**config.mk**
```make
export PLATFORM = sky130hd
export DESIGN_NAME = reset_sequencer
export DESIGN_NICKNAME = d
export VERILOG_FILES = /design/src/rtl/reset_seq_pkg.sv /design/src/rtl/reset_sequencer_sync_n.sv /design/src/rtl/reset_sequencer.sv
export SDC_FILE = /design/constraint.sdc
export NUM_CORES = 1
export LEC_CHECK = 0
export CAP_MARGIN = 20
export CORE_UTILIZATION = 40
export CTS_CLUSTER_SIZE = 10
export DETAILED_ROUTE_END_ITERATION = 12
export HOLD_SLACK_MARGIN = 0.05
export PLACE_DENSITY = 0.7
export SLEW_MARGIN = 20
export SYNTH_ARGS = -nofsm -noshare
export SYNTH_HDL_FRONTEND = slang
export SYNTH_SLANG_ARGS = --single-unit
export TNS_END_PERCENT = 100
```
**constraint.sdc**
```tcl
create_clock -name clk -period 1.6 [get_ports clk]
set_input_delay 0.16 -clock clk [delete_from_list [all_inputs] [get_ports clk]]
set_output_delay 0.16 -clock clk [all_outputs]
set_load 0.01 [all_outputs]
```
**src/rtl/reset_seq_pkg.sv**
```systemverilog
// reset_seq_pkg: shared state encoding and widths for the reset sequencer
package reset_seq_pkg;
  typedef enum logic [1:0] {HOLD, RELEASE, RUN} state_t;
  localparam int LOST_W = 8;
endpackage

```
**src/rtl/reset_sequencer_sync_n.sv**
```systemverilog
// sync_n: STAGES-deep flop chain bringing an asynchronous level into the clk domain
module sync_n #(
  parameter int STAGES = 2
) (
  input  logic clk,
  input  logic reset,
  input  logic i_d,
  output logic o_q
);
  logic [STAGES-1:0] r_sync;
  always_ff @(posedge clk) begin
    if (reset) r_sync <= '0;
    else       r_sync <= {r_sync[STAGES-2:0], i_d};
  end
  assign o_q = r_sync[STAGES-1];
endmodule

```
**src/rtl/reset_sequencer.sv**
```systemverilog
// reset_sequencer: holds reset until PLL lock is stable, then releases domains in staggered order
module reset_sequencer
  import reset_seq_pkg::*;
#(
  parameter int NUM_DOMAINS    = 3,
  parameter int SYNC_STAGES    = 2,
  parameter int HOLD_CYCLES    = 15,
  parameter int STAGGER_CYCLES = 4
) (
  input  logic                   clk,
  input  logic                   reset,
  input  logic                   locked_async,
  input  logic                   sw_req,
  output logic [NUM_DOMAINS-1:0] rst_out,
  output logic                   ready,
  output logic [LOST_W-1:0]      lock_lost_count
);
  localparam int HW = HOLD_CYCLES > 1 ? $clog2(HOLD_CYCLES) : 1;
  localparam int SW = STAGGER_CYCLES > 1 ? $clog2(STAGGER_CYCLES) : 1;
  localparam int DW = NUM_DOMAINS > 1 ? $clog2(NUM_DOMAINS) : 1;
  state_t                 r_state;
  logic [HW-1:0]          r_hold;
  logic [SW-1:0]          r_stg;
  logic [DW-1:0]          r_dom;
  logic [NUM_DOMAINS-1:0] r_rst;
  logic                   r_ready;
  logic [LOST_W-1:0]      r_lost;
  logic                   w_locked_s;
  logic                   w_abort;
  sync_n #(.STAGES(SYNC_STAGES)) u_sync (
    .clk   (clk),
    .reset (reset),
    .i_d   (locked_async),
    .o_q   (w_locked_s)
  );
  assign w_abort = !w_locked_s || sw_req;
  // r_dom names the next domain to release; domain 0 is released on leaving HOLD
  always_ff @(posedge clk) begin
    if (reset) begin
      r_state <= HOLD;
      r_hold  <= '0;
      r_stg   <= '0;
      r_dom   <= '0;
      r_rst   <= '1;
      r_ready <= 1'b0;
      r_lost  <= '0;
    end else if (r_state != HOLD && w_abort) begin
      r_state <= HOLD;
      r_hold  <= '0;
      r_stg   <= '0;
      r_dom   <= '0;
      r_rst   <= '1;
      r_ready <= 1'b0;
      if (!w_locked_s && r_lost != '1) r_lost <= r_lost + 1'b1;
    end else begin
      case (r_state)
        HOLD: begin
          if (w_abort) r_hold <= '0;
          else if (r_hold == HW'(HOLD_CYCLES-1)) begin
            r_hold <= '0;
            r_stg  <= '0;
            if (NUM_DOMAINS == 1) begin
              r_state <= RUN;
              r_rst   <= '0;
            end else begin
              r_state  <= RELEASE;
              r_rst[0] <= 1'b0;
              r_dom    <= DW'(1);
            end
          end else r_hold <= r_hold + 1'b1;
        end
        RELEASE: begin
          if (r_stg == SW'(STAGGER_CYCLES-1)) begin
            r_stg        <= '0;
            r_rst[r_dom] <= 1'b0;
            if (r_dom == DW'(NUM_DOMAINS-1)) r_state <= RUN;
            else r_dom <= r_dom + 1'b1;
          end else r_stg <= r_stg + 1'b1;
        end
        default: r_ready <= 1'b1;
      endcase
    end
  end
  assign rst_out         = r_rst;
  assign ready           = r_ready;
  assign lock_lost_count = r_lost;
endmodule
```
==> results of run 1 <==
[worst max-delay path, delay by kind of cell (launching register included)]
kind	cells	cell delay, ns
mux	1	0.35
simple gates	2	0.52
flops	1	0.39
compound gates	1	0.12
[flip-flops by register name, indices dropped and copies added, names as in the netlist]
name	count
u_sync.r_sync	2
r_stg	2
r_hold	4
rst_out	3
lock_lost_count	8
r_dom	2
r_state	2
ready	1
[what timing repair did]
action / in CTS / in global routing
resized for setup: 0 / 3
endpoints found under the setup margin: 0 / 3
hold endpoints to repair: 0 / 0
[how the worst max path moves through the flow]
stage                        from                 end
6_report               r_state[0]  lock_lost_count[3]
5_1_grt                r_state[1]  lock_lost_count[3]
4_1_cts        lock_lost_count[6]  lock_lost_count[6]
3_5_place_dp               sw_req            r_dom[0]
3_3_place_gp               sw_req            r_dom[0]
2_1_floorplan  lock_lost_count[0]  lock_lost_count[1]
[report_power, final]
group,internal [W],switching (W)
clock network,0.000253,0.000185
logic,0.0000135,0.0000135
registers,0.000600,0.00000210
total,0.000867,0.000201
[metrics by stage]
| step | instances | setup WS (ns) | utilization (%) | cell area (um^2) | total power (W) |
|---|---|---|---|---|---|
| final | 182 | 0.104 | 55.4 | 1420 | 0.00107 |
| after global routing | 182 | 0.00365 | 55.4 | 1420 | 0.00111 |
| after CTS | 182 | 0.0622 | 55.2 | 1420 | 0.00108 |
| after detailed placement | 178 | 0.0636 | 53.1 | 1360 | 0.000643 |
| after global placement | 178 | 0.0629 | 53.1 | 1360 | 0.000642 |
| after floorplan | 128 | 0.142 | - | 1130 | 0.000627 |
[synthesized netlist by cell type, drive strengths merged, types with 3 or more instances]
| cell type | count |
|---|---|
| nor2b | 5 |
| ha | 7 |
| nand3 | 6 |
| nand2 | 12 |
| a31oi | 4 |
| inv | 3 |
| nor2 | 18 |
| nor3 | 4 |
| a21oi | 7 |
| dfxtp | 24 |
[per-layer routing]
layer  track usage [%]  up-vias  part of all wire (%)
met4              4.17        0                  0.72
met5                 0        -                     0
met2              30.5       28                    45
met3              6.01        4                   5.8
met1              24.1      465                    48
li1                  -      515                     -
[cell families after synthesis]
group                      after synthesis  synth area share [%]
DFF                                     24                  42.5
adders and majority gates                7                  7.74
and+or+nand+nor                         58                  25.4
xor gates and xnor gates                 2                  1.55
muxes                                    3                  2.77
buffers and inverters                    6                  2.32
AOI/OAI and AO/OA                       28                  17.7
[area by class of cell]
class                           count  area [um^2]
Fill cell                         255         1150
Clock buffer                        3         22.5
Timing Repair Buffer               23          210
Multi-Input combinational cell     98          627
Clock inverter                      1         30.0
Inverter                            3         11.3
Tap cell                           30         37.5
Sequential cell                    24          483
==> flow_summary_export.csv, run 1 <==
group,metric,value,unit
critical_path,worst_r2r_path_depth,4,
critical_path,end_kind,"flip-flop",
routing,drtIter0Drc,25,
critical_path,worst_setup_path_start_kind,"flip-flop",
critical_path,r2r-start,"r_state[0]",
global_routing,grt_use_total,18.8,%
routing,ant_nets,0,
min_path,hp-class,"in -> reg",
job,drv_cap,0,
sta,finalSetupViolations,0,
sta,fin_skew,0.0167,ns
cells_and_area,areaGrowthSynthToFinish,25.7,%
critical_path,r2r_end,"lock_lost_count[3]",
cts,cts-root-buf,"clkbuf_4",
critical_path,ff2ff_setup_slack,0.10,ns
synthesis,ys_top_cells_by_area,"dfxtp_1, ha_1, nor2_1",
power,p_leak,0.551,nW
global_routing,antenna_found_initial,0,
sta,finalHoldViolations,0,
sta,max_slew_margin,70.8,%
cells_and_area,insertedDiodeCount,0,
die,initial_utilization,44.1,%
die,io_pins,16,
placement,portBuffers,15,
critical_path,cpMaxStageDelayCell,"dfxtp_1",
cts,clk_latency,0.32,ns
synthesis,yosysTopAreaCell,"dfxtp_1",
run_status,outcome,"finished, final reports clean",
critical_path,critPathKind,"reg -> reg",
routing,finalWirelength,2.36,mm
cells_and_area,layout.cells.most_common_list,"dfxtp_1, nor2_1, clkdlybuf4s50_1",
critical_path,cp_max_fo,7,
routing,first_pass_iters,6,
synthesis,seq_area_frac_synth,42.5,%
cells_and_area,drive_above_1_share,14.5,%
cts,post-cts-setup-buffer-count,0,
synthesis,yosysWarnings,0,
sta,rsz0062_at_grt,"false",
critical_path,required,1.81,ns
cts,cts_tree,"yes",
min_path,whs_path_depth,2,
die,die_w,55.2,um
critical_path,arrival,1.71,ns
synthesis,syn_area,0.00113,mm^2
sta,period_minus_slack,1.50,ns
routing,post_drt_wl_per_cell,13.0,um
synthesis,synthCells,128,
synthesis,syn_avg_cell_area,8.84,um^2
cells_and_area,final_common_cell,"dfxtp_1",
cts,clk_pin_slew_worst_paths,0.14,ns
sta,drv_slew,0,
synthesis,synth_top_area_share,42.5,%
power,powerDensity,751,mW/mm^2
routing,vias_per_cell,5.56,
synthesis,synth-edff-count,0,
global_routing,grt-ovfl-total,0,
cts,cts_hold_buf,0,
synthesis,synth_fp_nets,139,
synthesis,synthArstFlopShare,0,%
die,design.core.area,0.00257,mm^2
min_path,min_to,"u_sync.r_sync[0]",
synthesis,synth-seq-cells,24,
synthesis,yosysUniqueCellTypes,38,
routing,drc_errors,0,
cts,cts-buffers-inserted,3,
synthesis,ys.flop_type,"dfxtp_1",
cells_and_area,fin_nets,164,
cts,htreeDepth,1,
critical_path,path_cells,"nor2_1, nor3_1, o211ai_1, mux2_2",
sta,holdWs,0.368,ns
global_routing,grt_pass1_wl,4.10,mm
power,ir_drop,1.06,mV
min_path,min_from,"locked_async",
die,fp-row-count,18,
placement,dp_hpwl,1.74,mm
sta,min_period_over_period,93.5,%
die,die_h,55.2,um
sta,worstMarginPinSlew,0.437,ns
routing,vias,1012,
global_routing,grt_pass1_vias,945,
cts,clock_sinks,24,
placement,place.gp.congestion,0.789,
die,dieArea,0.00304,mm^2
sta,tns,0,ns
sta,max_freq,0.668,GHz
cts,cts.path.max_buffers,2,
global_routing,grt_max_degree,15,
critical_path,slowest_delay,0.39,ns
No activity file was read; power rests on OpenSTA's default activity.
==> run 2, diff against run 1 <==
- PLACE_DENSITY: 0.7 -> unset
==> run 2 against run 1 <==
Die area unchanged. Register-to-register slack worse by 0.02 ns. Largest cell class unchanged. Global-route usage down 0.78 points. First-iteration DRC count down 48%. Via count down 1.2%. Maximum frequency down 1.3%. Sequential power about the same. Wire length up 1.7%.
==> flow_summary_export.csv, run 2 (synthesis gave the netlist of run 1 again) <==
group,metric,value,unit
die,initial_utilization,44.1,%
critical_path,required,1.85,ns
cts,cts.path.max_buffers,2,
power,p_leak,0.561,nW
sta,finalHoldViolations,0,
cts,htreeDepth,1,
cts,clock_sinks,24,
critical_path,path_cells,"inv_1, ha_1, nand3_2, o31a_1, or3_1, a21oi_2",
global_routing,antenna_found_initial,0,
cts,cts-buffers-inserted,3,
sta,fin_skew,0.00480,ns
placement,dp_slack,0.0382,ns
sta,min_period_over_period,94.8,%
die,dieArea,0.00304,mm^2
cells_and_area,drive_above_1_share,14.8,%
global_routing,grt_use_total,18.0,%
power,powerDensity,661,mW/mm^2
sta,worstMarginPinSlew,0.439,ns
run_status,outcome,"finished, final reports clean",
routing,vias_per_cell,5.41,
cts,clk_latency,0.31,ns
critical_path,critPathKind,"reg -> reg",
placement,place_inst,181,
min_path,hp-class,"in -> reg",
routing,first_pass_iters,4,
placement,portBuffers,15,
routing,finalWirelength,2.40,mm
die,die_h,55.2,um
cts,cts-root-buf,"clkbuf_4",
sta,max_freq,0.659,GHz
placement,place.gp.congestion,0.746,
cells_and_area,finalInstanceArea,0.00142,mm^2
cts,cts.repair.resized,0,
critical_path,end_kind,"flip-flop",
sta,final.setup.worst_slack,0.0837,ns
placement,dpl_cell_area,0.00139,mm^2
die,design.core.area,0.00257,mm^2
cells_and_area,layout.cells.most_common_list,"dfxtp_1, nor2_1, clkdlybuf4s50_1",
sta,rsz0062_at_grt,"false",
die,die_w,55.2,um
power,ir_drop,0.732,mV
global_routing,grt-ovfl-total,0,
critical_path,arrival,1.77,ns
global_routing,grt_pass1_vias,882,
cells_and_area,final_cells,185,
critical_path,cp_max_fo,4,
cts,cts_hold_buf,0,
critical_path,path_delay_family,"simple AND/OR/NAND/NOR gates",
cells_and_area,fin_nets,167,
routing,drtIter0Drc,13,
cts,clk_pin_slew_worst_paths,0.13,ns
cells_and_area,areaGrowthSynthToFinish,25.9,%
global_routing,grt_max_degree,14,
placement,dp_hpwl,1.82,mm
routing,post_drt_wl_per_cell,13.0,um
routing,vias,1000,
cts,cts_tree,"yes",
critical_path,cp_num_buf_inv,1,
cells_and_area,final_common_cell,"dfxtp_1",
sta,tns,0,ns
cells_and_area,largest_reg_flops,8,
critical_path,cpMaxStageDelayCell,"or3_1",
cts,post-cts-setup-buffer-count,0,
sta,drv_slew,0,
critical_path,worst_setup_path_start_kind,"flip-flop",
critical_path,slowest_delay,0.37,ns
die,io_pins,16,
sta,period_minus_slack,1.52,ns
global_routing,grt_pass1_wl,3.84,mm
sta,finalSetupViolations,0,
cells_and_area,insertedDiodeCount,0,
routing,drc_errors,0,
cells_and_area,fill_cells,240,
die,fp-row-count,18,
sta,max_slew_margin,70.6,%
job,drv_cap,0,
routing,ant_nets,0,
[run 2: final timing paths]
kind / startpoint / end / slack [ns] / cells past startpoint
worst max register to register: r_hold[0] / r_dom[0] / 0.08 / 6
worst min-delay path: locked_async / u_sync.r_sync[0] / 0.39 / 2
worst min register to register: rst_out[1] / rst_out[1] / 0.45 / 2
worst max-delay path: r_hold[0] / r_dom[0] / 0.08 / 6
[run 2: area by class of cell]
class	count	area, um^2	area share, %
repair buffers	26	233	16.3
flip-flops and latches	24	482	33.8
inverters	3	11.3	0.791
multi-input cells	98	624	43.8
clock buffers	4	36.3	2.55
well taps	30	37.5	2.64
[run 2: power breakdown]
group / internal (W) / switching [W] / total [W]
sequential: 0.000600 / 0.00000167 / 0.000602
clock: 0.000139 / 0.000171 / 0.000310
combinational: 0.0000150 / 0.0000142 / 0.0000292
total: 0.000754 / 0.000187 / 0.000941
[run 2: stage by stage]
step	hold WS [ns]	utilization (%)	power, W
after floorplan	0.284	-	0.000627
after global placement	0.425	54.0	0.000644
after detailed placement	0.436	54.0	0.000645
after CTS	0.381	55.4	0.000957
after global routing	0.379	55.5	0.000993
final	0.392	55.5	0.000941
[run 2: layer usage]
layer / routed length [um] / share of wire (%) / track usage (%)
met1: 1250 / 52 / 23.5
met2: 1030 / 43 / 28.9
met3: 106 / 4.4 / 5.74
met4: 12 / 0.50 / 3.75
met5: 0 / 0 / 0
